File: src/rtl/alu_seq_n_pkg.sv
// Shared definitions for the sequential ALU: operation codes and the
// state encoding of the iterative multiply/divide engine.
package alu_defs;

  localparam logic [3:0] ALU_AND  = 4'b0000;
  localparam logic [3:0] ALU_OR   = 4'b0001;
  localparam logic [3:0] ALU_ADD  = 4'b0010;
  localparam logic [3:0] ALU_SLTU = 4'b0011;
  localparam logic [3:0] ALU_SUB  = 4'b0110;
  localparam logic [3:0] ALU_SLT  = 4'b0111;
  localparam logic [3:0] ALU_MULT = 4'b1000;
  localparam logic [3:0] ALU_DIV  = 4'b1001;
  localparam logic [3:0] ALU_NOR  = 4'b1100;

  typedef enum logic [1:0] {
    IDLE = 2'd0,
    ITER = 2'd1,
    FIX  = 2'd2
  } state_e;

endpackage

File: src/rtl/mul_div_iter.sv
// Iterative signed multiply / divide engine. Works on operand magnitudes
// for WIDTH iterations, then applies the sign correction and writes hi/lo.
// A divide by zero completes immediately with err and never goes busy.
module mul_div_iter
  import alu_defs::*;
#(
  parameter int WIDTH = 32
) (
  input  logic             clk,
  input  logic             reset,
  input  logic             start,
  input  logic             op_div,
  input  logic [WIDTH-1:0] a,
  input  logic [WIDTH-1:0] b,
  output logic [WIDTH-1:0] hi,
  output logic [WIDTH-1:0] lo,
  output logic             busy,
  output logic             done,
  output logic             err
);

  localparam int CW = $clog2(WIDTH);

  state_e           state_q, state_d;
  logic [CW-1:0]    cnt_q, cnt_d;
  logic [WIDTH-1:0] hi_q, hi_d, lo_q, lo_d;
  logic             done_q, done_d, err_q, err_d;

  // Working registers: acc is the running upper product half or the
  // partial remainder; q holds multiplier bits or quotient bits.
  logic [WIDTH-1:0] acc_q, acc_d, q_q, q_d, m_q, m_d;
  logic             div_q, div_d, neg_a_q, neg_a_d, neg_b_q, neg_b_d;

  logic [WIDTH-1:0] mag_a, mag_b;
  logic [WIDTH:0]   add_sum, shifted, sub_diff;

  // Next-state, iteration datapath and completion logic.
  always_comb begin
    // NOTE: every signal written here gets a default first, so no path leaves one unassigned and no latch is inferred.
    state_d = state_q;
    cnt_d   = cnt_q;
    hi_d    = hi_q;
    lo_d    = lo_q;
    done_d  = 1'b0;
    err_d   = 1'b0;
    acc_d   = acc_q;
    q_d     = q_q;
    m_d     = m_q;
    div_d   = div_q;
    neg_a_d = neg_a_q;
    neg_b_d = neg_b_q;

    mag_a    = a[WIDTH-1] ? -a : a;
    mag_b    = b[WIDTH-1] ? -b : b;
    add_sum  = {1'b0, acc_q} + {1'b0, m_q};
    shifted  = {acc_q, q_q[WIDTH-1]};
    sub_diff = shifted - {1'b0, m_q};

    case (state_q)
      IDLE: begin
        if (start) begin
          if (op_div && (b == '0)) begin
            hi_d   = a;
            lo_d   = '1;
            done_d = 1'b1;
            err_d  = 1'b1;
          end else begin
            state_d = ITER;
            cnt_d   = CW'(WIDTH - 1);
            div_d   = op_div;
            neg_a_d = a[WIDTH-1];
            neg_b_d = b[WIDTH-1];
            acc_d   = '0;
            q_d     = mag_a;
            m_d     = mag_b;
          end
        end
      end
      ITER: begin
        if (div_q) begin
          // Restoring step: keep the trial subtraction only if it did not borrow.
          if (!sub_diff[WIDTH]) begin
            acc_d = sub_diff[WIDTH-1:0];
            q_d   = {q_q[WIDTH-2:0], 1'b1};
          end else begin
            acc_d = shifted[WIDTH-1:0];
            q_d   = {q_q[WIDTH-2:0], 1'b0};
          end
        end else begin
          // Shift-add step: conditionally add, then shift {carry,acc,q} right.
          if (q_q[0]) {acc_d, q_d} = {add_sum, q_q[WIDTH-1:1]};
          else        {acc_d, q_d} = {1'b0, acc_q, q_q[WIDTH-1:1]};
        end
        cnt_d = cnt_q - 1'b1;
        if (cnt_q == '0) state_d = FIX;
      end
      FIX: begin
        state_d = IDLE;
        done_d  = 1'b1;
        if (div_q) begin
          lo_d = (neg_a_q ^ neg_b_q) ? -q_q : q_q;
          hi_d = neg_a_q ? -acc_q : acc_q;
        end else begin
          {hi_d, lo_d} = (neg_a_q ^ neg_b_q) ? -{acc_q, q_q} : {acc_q, q_q};
        end
      end
      default: state_d = IDLE;
    endcase
  end

  // Control and architectural state, cleared by synchronous reset.
  always_ff @(posedge clk) begin
    // NOTE: sequential state uses non-blocking assignments so every flop samples pre-edge values.
    if (reset) begin
      state_q <= IDLE;
      cnt_q   <= '0;
      hi_q    <= '0;
      lo_q    <= '0;
      done_q  <= 1'b0;
      err_q   <= 1'b0;
    end else begin
      state_q <= state_d;
      cnt_q   <= cnt_d;
      hi_q    <= hi_d;
      lo_q    <= lo_d;
      done_q  <= done_d;
      err_q   <= err_d;
    end
  end

  // Working registers, always loaded on accept before being read.
  always_ff @(posedge clk) begin
    // NOTE: these carry no reset; they are fully reloaded on accept, so resetting them would only add logic.
    acc_q   <= acc_d;
    q_q     <= q_d;
    m_q     <= m_d;
    div_q   <= div_d;
    neg_a_q <= neg_a_d;
    neg_b_q <= neg_b_d;
  end

  assign hi   = hi_q;
  assign lo   = lo_q;
  assign busy = (state_q != IDLE);
  assign done = done_q;
  assign err  = err_q;

endmodule

File: src/rtl/alu_seq_n.sv
// Registered MIPS-style ALU: single-cycle logic/arith/compare ops with
// result/zero/overflow flags, plus an optional iterative MULT/DIV engine
// writing hi/lo, all behind a start/busy/done handshake.
module alu_seq_n
  import alu_defs::*;
#(
  parameter int WIDTH     = 32,
  parameter bit MULDIV_EN = 1'b1
) (
  input  logic             clk,
  input  logic             reset,
  input  logic             start,
  input  logic [3:0]       alu_code,
  input  logic [WIDTH-1:0] a,
  input  logic [WIDTH-1:0] b,
  output logic [WIDTH-1:0] result,
  output logic             zero,
  output logic             overflow,
  output logic [WIDTH-1:0] hi,
  output logic [WIDTH-1:0] lo,
  output logic             busy,
  output logic             done,
  output logic             err
);

  logic             accept, is_muldiv, eng_start;
  logic             eng_busy, eng_done, eng_err;
  logic [WIDTH-1:0] result_q, result_d;
  logic             zero_q, zero_d, ovf_q, ovf_d, done_q, done_d, err_q, err_d;
  logic [WIDTH-1:0] sum, diff;

  assign accept    = start & ~eng_busy;
  assign is_muldiv = MULDIV_EN && ((alu_code == ALU_MULT) || (alu_code == ALU_DIV));
  assign eng_start = accept & is_muldiv;

  mul_div_iter #(.WIDTH(WIDTH)) u_mul_div (
    .clk    (clk),
    .reset  (reset),
    .start  (eng_start),
    .op_div (alu_code == ALU_DIV),
    .a      (a),
    .b      (b),
    .hi     (hi),
    .lo     (lo),
    .busy   (eng_busy),
    .done   (eng_done),
    .err    (eng_err)
  );

  // Single-cycle datapath: compute result and flags for an accepted op;
  // MULT/DIV accepts leave result/zero/overflow untouched.
  always_comb begin
    result_d = result_q;
    zero_d   = zero_q;
    ovf_d    = ovf_q;
    done_d   = 1'b0;
    err_d    = 1'b0;
    sum      = a + b;
    diff     = a - b;
    if (accept && !is_muldiv) begin
      done_d = 1'b1;
      ovf_d  = 1'b0;
      case (alu_code)
        ALU_AND:  result_d = a & b;
        ALU_OR:   result_d = a | b;
        ALU_NOR:  result_d = ~(a | b);
        ALU_ADD: begin
          result_d = sum;
          ovf_d    = (a[WIDTH-1] == b[WIDTH-1]) && (sum[WIDTH-1] != a[WIDTH-1]);
        end
        ALU_SUB: begin
          result_d = diff;
          ovf_d    = (a[WIDTH-1] != b[WIDTH-1]) && (diff[WIDTH-1] != a[WIDTH-1]);
        end
        ALU_SLT:  result_d = {{(WIDTH-1){1'b0}}, ($signed(a) < $signed(b))};
        ALU_SLTU: result_d = {{(WIDTH-1){1'b0}}, (a < b)};
        default: begin
          result_d = '0;
          err_d    = 1'b1;
        end
      endcase
      zero_d = (result_d == '0);
    end
  end

  // Result and flag registers with synchronous reset.
  always_ff @(posedge clk) begin
    if (reset) begin
      result_q <= '0;
      zero_q   <= 1'b1;
      ovf_q    <= 1'b0;
      done_q   <= 1'b0;
      err_q    <= 1'b0;
    end else begin
      result_q <= result_d;
      zero_q   <= zero_d;
      ovf_q    <= ovf_d;
      done_q   <= done_d;
      err_q    <= err_d;
    end
  end

  assign result   = result_q;
  assign zero     = zero_q;
  assign overflow = ovf_q;
  assign busy     = eng_busy;
  assign done     = done_q | eng_done;
  assign err      = err_q | eng_err;

endmodule

File: config.mk
export PLATFORM = sky130hd
export DESIGN_NAME = alu_seq_n
export DESIGN_NICKNAME = d
export VERILOG_FILES = /design/src/rtl/alu_seq_n_pkg.sv /design/src/rtl/mul_div_iter.sv /design/src/rtl/alu_seq_n.sv
export SDC_FILE = /design/constraint.sdc
export NUM_CORES = 1
export LEC_CHECK = 0
export CORE_UTILIZATION = 50
export DETAILED_ROUTE_END_ITERATION = 8
export PLACE_DENSITY = 0.73
export SETUP_SLACK_MARGIN = 0.1
export SYNTH_ARGS = -nofsm -noshare
export SYNTH_HDL_FRONTEND = slang
export SYNTH_SLANG_ARGS = --single-unit
File: constraint.sdc
create_clock -name clk -period 5.53 [get_ports clk]
set_clock_uncertainty 0.05 [all_clocks]
set_input_delay 1.3825 -clock clk [delete_from_list [all_inputs] [get_ports clk]]
set_output_delay 1.3825 -clock clk [all_outputs]
set_load 0.005 [all_outputs]
==> results.json, run 1 <==
{
  "grt_pass1_vias": 19700,
  "leakagePower_uw": 0.00982,
  "antenna_left": 0,
  "clock-sinks": 208,
  "p_sw_uw": 1570,
  "cts_buffer_depth": 3,
  "p_int_uw": 3370,
  "seqCellArea_sq_mm": 0.00515,
  "totalWireLength_microns": 76800,
  "reg2reg_from": "u_mul_div.q_q[31]",
  "dpl.hpwl_microns": 60100,
  "power_uw": 4950,
  "grt_remaining_overflow": 0,
  "viasPerCell": 6.35,
  "hold_viol": 0,
  "grtUsageMet1_pct": 48.5,
  "port_buffers": 171,
  "area_growth_pct": 21.9,
  "yosys_warnings": 0,
  "vias": 20500,
  "gr-max-usage-layer": "met2",
  "fin_nets": 2935,
  "path_clk_slew_ns": 0.05,
  "rrSetupSlack_ns": 0.60,
  "switching_share_pct": 31.8,
  "synthTopCellsByArea": "edfxtp_1 (15%), dfxtp_1 (11%), ha_1 (11%)",
  "syn_inst": 2427,
  "diodes": 0,
  "holdPathStages": 2,
  "met2_usage_pct": 59.5,
  "synth_top_area_cell": "edfxtp_1",
  "grt_start_max_net_pins": 83,
  "crit_path_max_fanout": 3,
  "netlist_area_sq_mm": 0.0197,
  "comb_power_share_pct": 27.7,
  "hold_start": "result[20]",
  "async_flop_share_pct": 0,
  "synth_flop_cell": "dfxtp_1",
  "die_w_microns": 201,
  "ctsHtreeMaxLevel": 1,
  "numCtsBuffers": 26,
  "synth-edff-count": 99,
  "die_area_sq_mm": 0.0403,
  "slew_headroom_pct": 35.4,
  "synth_top_area_share_pct": 15.1,
  "clock_latency_ns": 0.58,
  "worst-setup-path-type": "input pin to register",
  "grt_use_total_pct": 37.0,
  "multi_input_area_sq_mm": 0.0134,
  "gr-usage-met3_pct": 5.94,
  "avgSynthCellArea_sq_um": 8.13,
  "max_freq_mhz": 192,
  "clock-root-buffer": "clkbuf_16",
  "drcViolationCount": 0,
  "fp.coreArea_sq_mm": 0.0388,
  "die_h_microns": 201,
  "power_frac_clock_pct": 37.2,
  "min_to": "result[20]",
  "end_kind": "register",
  "layout-drive-gt1-share_pct": 10.8,
  "power_density_mw_per_mm2": 206,
  "setup_violations": 0,
  "cts_tree": "yes",
  "syn_nets": 2671,
  "routabilityCongestion": 1.01,
  "antenna_found_initial": 0,
  "hold_class": "register to register",
  "synth-seq-area-share_pct": 26.1,
  "ys_ff_latch": 208,
  "post_cts_resized": 0,
  "drt_first_pass_iters": 6,
  "ir_worst_vdd_v": 0.000246,
  "postCtsHoldBufs": 0,
  "tns_ns": 0,
  "power_frac_seq_pct": 35.1,
  "fin_crit_ns": 5.21,
  "cp.arrival_ns": 5.64,
  "worst_pin_slew_ns": 0.970,
  "grt_pass1_wl_microns": 116000,
  "first_iter_violations": 1933,
  "cts_setup_buffers": 0,
  "fin_crit_sh_pct": 94.1,
  "rows": 72,
  "start_util_pct": 50.8,
  "worst_setup_path_start_kind": "input pin",
  "worstReg2RegEnd": "u_mul_div.acc_q[3]",
  "outcome": "completed",
  "fillers": 3421,
  "r2r_cells": 18,
  "crit_required_ns": 5.96,
  "io_pins": 172,
  "maxCapViolCount": 0,
  "wl_per_cell_microns": 23.8,
  "rsz0062_at_grt": "no",
  "slew_viol_final": 0,
  "yosysUniqueCellTypes": 86
}
## how the worst max path moves through the flow
stage | end | from | cells past startpoint | slack [ns]
after floorplan | u_mul_div.acc_q[0] | b[6] | 10 | 0.57
after global placement | zero | a[6] | 17 | -0.05
after detailed placement | zero | b[6] | 17 | -0.13
after CTS | zero | b[6] | 17 | 0.45
after global routing | zero | b[6] | 16 | 0.12
final | zero | a[0] | 18 | 0.32
## cells by family (layout without fill, tap and decap cells)
kind of cell / count (synthesis) / in the layout / share of synthesized area [%]
AOI/OAI and AO/OA: 749 / 749 / 25.4
and+or+nand+nor: 687 / 687 / 17.0
buffers and inverters: 303 / 587 / 6.03
DFF: 208 / 208 / 26.1
xor gates and xnor gates: 200 / 200 / 8.87
adders and majority gates: 173 / 173 / 11.1
muxes: 107 / 107 / 5.48
## state kept, by name, indices dropped and copies added (netlist names)
signal	flops
err_q	1
u_mul_div.state_q	2
result	32
u_mul_div.acc_q	32
done_q	1
u_mul_div.neg_b_q	1
u_mul_div.neg_a_q	1
u_mul_div.div_q	1
u_mul_div.lo	32
u_mul_div.err	1
u_mul_div.done	1
overflow	1
u_mul_div.cnt_q	5
u_mul_div.m_q	32
u_mul_div.q_q	32
u_mul_div.hi	32
zero	1
## cell type report
type | count | share of cell area [%]
multi-input cells | 1916 | 55.9
clock buffers | 37 | 3.04
inverters | 162 | 2.53
clock inverters | 11 | 0.738
well taps | 518 | 2.69
flip-flops and latches | 208 | 21.4
repair buffers | 377 | 13.7
## per-layer routing
layer / vias to the layer above / wire length (microns)
met5: - / 0
met4: 0 / 3710
met3: 196 / 6410
met2: 1064 / 34300
met1: 9776 / 32400
li1: 9458 / -
## Yosys cell counts (all sizes together) (6+ instances only)
cell	n
nor2	236
nand3	33
a211oi	121
nand4	14
nand2	148
ha	169
o21bai	17
nor2b	21
a221o	12
and4	9
o31ai	37
nor4	29
a31oi	17
xor2	51
nor3	84
buf	24
mux2i	99
clkbuf	117
a311oi	6
xnor2	149
a2111oi	11
a211o	8
dfxtp	109
edfxtp	99
nand2b	24
o21ai	127
mux2	8
a221oi	28
a22oi	9
or3	9
and2	13
o22ai	21
o311ai	10
o211ai	12
o21a	11
a21boi	9
inv	160
o211a	8
and3	18
a21oi	182
o41ai	16
a21o	51
or2	9
or4	25
## through the flow
stage               worst slack [ns]  cell area (sq um)  utilization (%)  hold slack (ns)  std cells
floorplan                      0.573              19700                -            0.403       2427
global placement             -0.0485              23200             59.6            0.411       3181
detailed placement            -0.133              23200             59.6            0.402       3181
CTS                            0.447              24100             62.0            0.418       3229
global route                   0.125              24100             62.0            0.453       3229
finish                         0.324              24100             62.0            0.416       3229
## layout by cell type, fill, tap and decap left out, types with 28 or more instances in the layout
| cell type | n |
|---|---|
| ha_1 | 169 |
| o31ai_1 | 37 |
| clkdlybuf4s50_1 | 169 |
| a21oi_1 | 182 |
| edfxtp_1 | 99 |
| nor2_1 | 234 |
| mux2i_1 | 99 |
| xnor2_1 | 148 |
| buf_4 | 203 |
| dfxtp_1 | 109 |
| xor2_1 | 51 |
| o21ai_0 | 126 |
| a221oi_1 | 28 |
| nor3_1 | 82 |
| a21o_1 | 51 |
| a211oi_1 | 121 |
| nand3_1 | 32 |
| nand2_1 | 147 |
| inv_1 | 159 |
## power by group through the flow
stage,clock network [uW],logic [uW],registers (uW)
final,1840,1370,1740
after global routing,1900,1460,1740
after CTS,1850,1340,1740
after detailed placement,0,1330,1770
after global placement,0,1320,1770
after floorplan,0,765,1750
## worst max-delay path, cell delays in order
cell	delay (ns)
clkdlybuf4s50_1	0.61
inv_1	0.11
ha_1	0.24
fa_1	0.40
nor2_1	0.17
o311ai_0	0.20
buf_4	0.20
a21o_1	0.14
a31oi_1	0.31
xnor2_1	0.13
a221oi_1	0.44
buf_4	0.20
o211a_1	0.13
and3_1	0.15
and4_1	0.25
and4_1	0.22
nand4_1	0.10
o31ai_1	0.22
Power figures use the tool's default switching activity.
==> inputs of run 2 (changes only) <==
RECOVER_POWER = 100   (was unset)
==> run 2 against run 1 <==
Effect of this change: the run now ends with capacitance limit, slew limit left; routed wire length decreased by 0.11%; global-route usage unchanged; sequential power about the same; register-to-register slack got worse by 0.08 ns; sequential cell count unchanged; critical endpoint unchanged; largest power group unchanged.
==> results.json, run 2 (synthesis gave the netlist of run 1 again) <==
{
  "grt_pass1_wl_microns": 116000,
  "die_area_sq_mm": 0.0403,
  "slew_viol_final": 116,
  "area_growth_pct": 21.6,
  "clock-root-buffer": "clkbuf_16",
  "routabilityCongestion": 1.01,
  "crit_path_max_fanout": 3,
  "cts_setup_buffers": 0,
  "worst-setup-path-type": "input pin to register",
  "power_uw": 4940,
  "clock_latency_ns": 0.58,
  "ctsHtreeMaxLevel": 1,
  "ir_worst_vdd_v": 0.000247,
  "worst_pin_slew_ns": 4.05,
  "maxCapViolCount": 2,
  "met2_usage_pct": 59.5,
  "hold_class": "register to register",
  "final_common_cell": "nor2_1",
  "antenna_left": 0,
  "vias": 20600,
  "gr-max-usage-layer": "met2",
  "start_util_pct": 50.8,
  "numCtsBuffers": 26,
  "io_pins": 172,
  "grtUsageMet1_pct": 48.5,
  "fp.coreArea_sq_mm": 0.0388,
  "max_freq_mhz": 190,
  "cp.arrival_ns": 5.69,
  "antenna_found_initial": 0,
  "path_clk_slew_ns": 0.05,
  "leakagePower_uw": 0.0101,
  "grt_remaining_overflow": 0,
  "fin_crit_sh_pct": 95.0,
  "fin_nets": 2935,
  "post_dp_cell_area_sq_mm": 0.0232,
  "cts_buffer_depth": 3,
  "holdPathStages": 2,
  "outcome": "finished with violations",
  "drt_first_pass_iters": 6,
  "rows": 72,
  "setup_ws_ns": 0.274,
  "grt_pass1_vias": 19700,
  "crit_required_ns": 5.96,
  "grt_start_max_net_pins": 83,
  "viasPerCell": 6.37,
  "failed_checks": "capacitance limit, slew limit",
  "fin_crit_ns": 5.26,
  "die_h_microns": 201,
  "final_area_sq_mm": 0.0240,
  "dpl.hpwl_microns": 60100,
  "end_kind": "register",
  "rsz0062_at_grt": "no",
  "clock-sinks": 208,
  "layout-drive-gt1-share_pct": 10.3,
  "die_w_microns": 201,
  "post-place-ws_ns": -0.133,
  "setup_violations": 0,
  "r2r_cells": 18,
  "port_buffers": 171,
  "hold_viol": 0,
  "first_iter_violations": 1904,
  "power_density_mw_per_mm2": 206,
  "wl_per_cell_microns": 23.8,
  "slew_headroom_pct": -170,
  "grt_use_total_pct": 37.0,
  "totalWireLength_microns": 76700,
  "cts_tree": "yes",
  "diodes": 0,
  "worst_setup_path_start_kind": "input pin",
  "final_cell_mix": "nor2_1 (234), buf_4 (190), a21oi_1 (182)",
  "gr-usage-met3_pct": 5.94,
  "drcViolationCount": 0
}
-- run 2: layer usage --
layer	wire length (microns)	share of wire, %
met1	32100	42
met2	34300	45
met3	6580	8.6
met4	3800	4.9
met5	0	0
-- run 2: repair_timing --
| action | 4_1_cts | 5_1_grt |
|---|---|---|
| setup endpoints to repair | 0 | 1 |
| hold buffers | 0 | 0 |
| endpoints found under the hold margin | 0 | 0 |
| gates resized for setup | 0 | 1 |
-- run 2: critical path: stages --
cell           delay [ns]
dlygate4sd3_1        0.67
inv_1                0.10
ha_1                 0.24
fa_1                 0.40
nor2_1               0.18
o311ai_0             0.20
buf_4                0.20
a21o_1               0.14
a31oi_1              0.31
xnor2_1              0.13
a221oi_1             0.44
buf_4                0.20
o211a_1              0.13
and3_1               0.15
and4_1               0.25
and4_1               0.22
nand4_1              0.10
o31ai_1              0.22
-- run 2: per-stage QoR --
step / hold slack (ns) / setup TNS [ns] / util [%] / std cells
floorplan: 0.403 / 0 / - / 2427
global placement: 0.411 / -0.0485 / 59.6 / 3181
detailed placement: 0.402 / -0.133 / 59.6 / 3181
CTS: 0.418 / 0 / 62.0 / 3229
global route: 0.450 / 0 / 61.8 / 3229
finish: 0.410 / 0 / 61.8 / 3229
-- run 2: area by class of cell --
class                           instances  area (sq um)
Timing Repair Buffer                  377          3250
Inverter                              162           608
Fill cell                            3437         14800
Multi-Input combinational cell       1916         13400
Sequential cell                       208          5150
Clock buffer                           37           732
Clock inverter                         11           178
Tap cell                              518           648
-- run 2: path summary, 6_finish.rpt --
kind | startpoint | to | slack [ns]
worst min register to register | result[20] | result[20] | 0.41
worst min-delay path | result[20] | result[20] | 0.41
worst max register to register | u_mul_div.q_q[31] | u_mul_div.acc_q[3] | 0.52
worst max-delay path | a[0] | zero | 0.27
-- run 2: report_power, final --
part	internal (uW)	leakage, uW	switching (uW)
clock network	1110	0.000435	733
registers	1680	0.00180	59.4
logic	573	0.00786	783
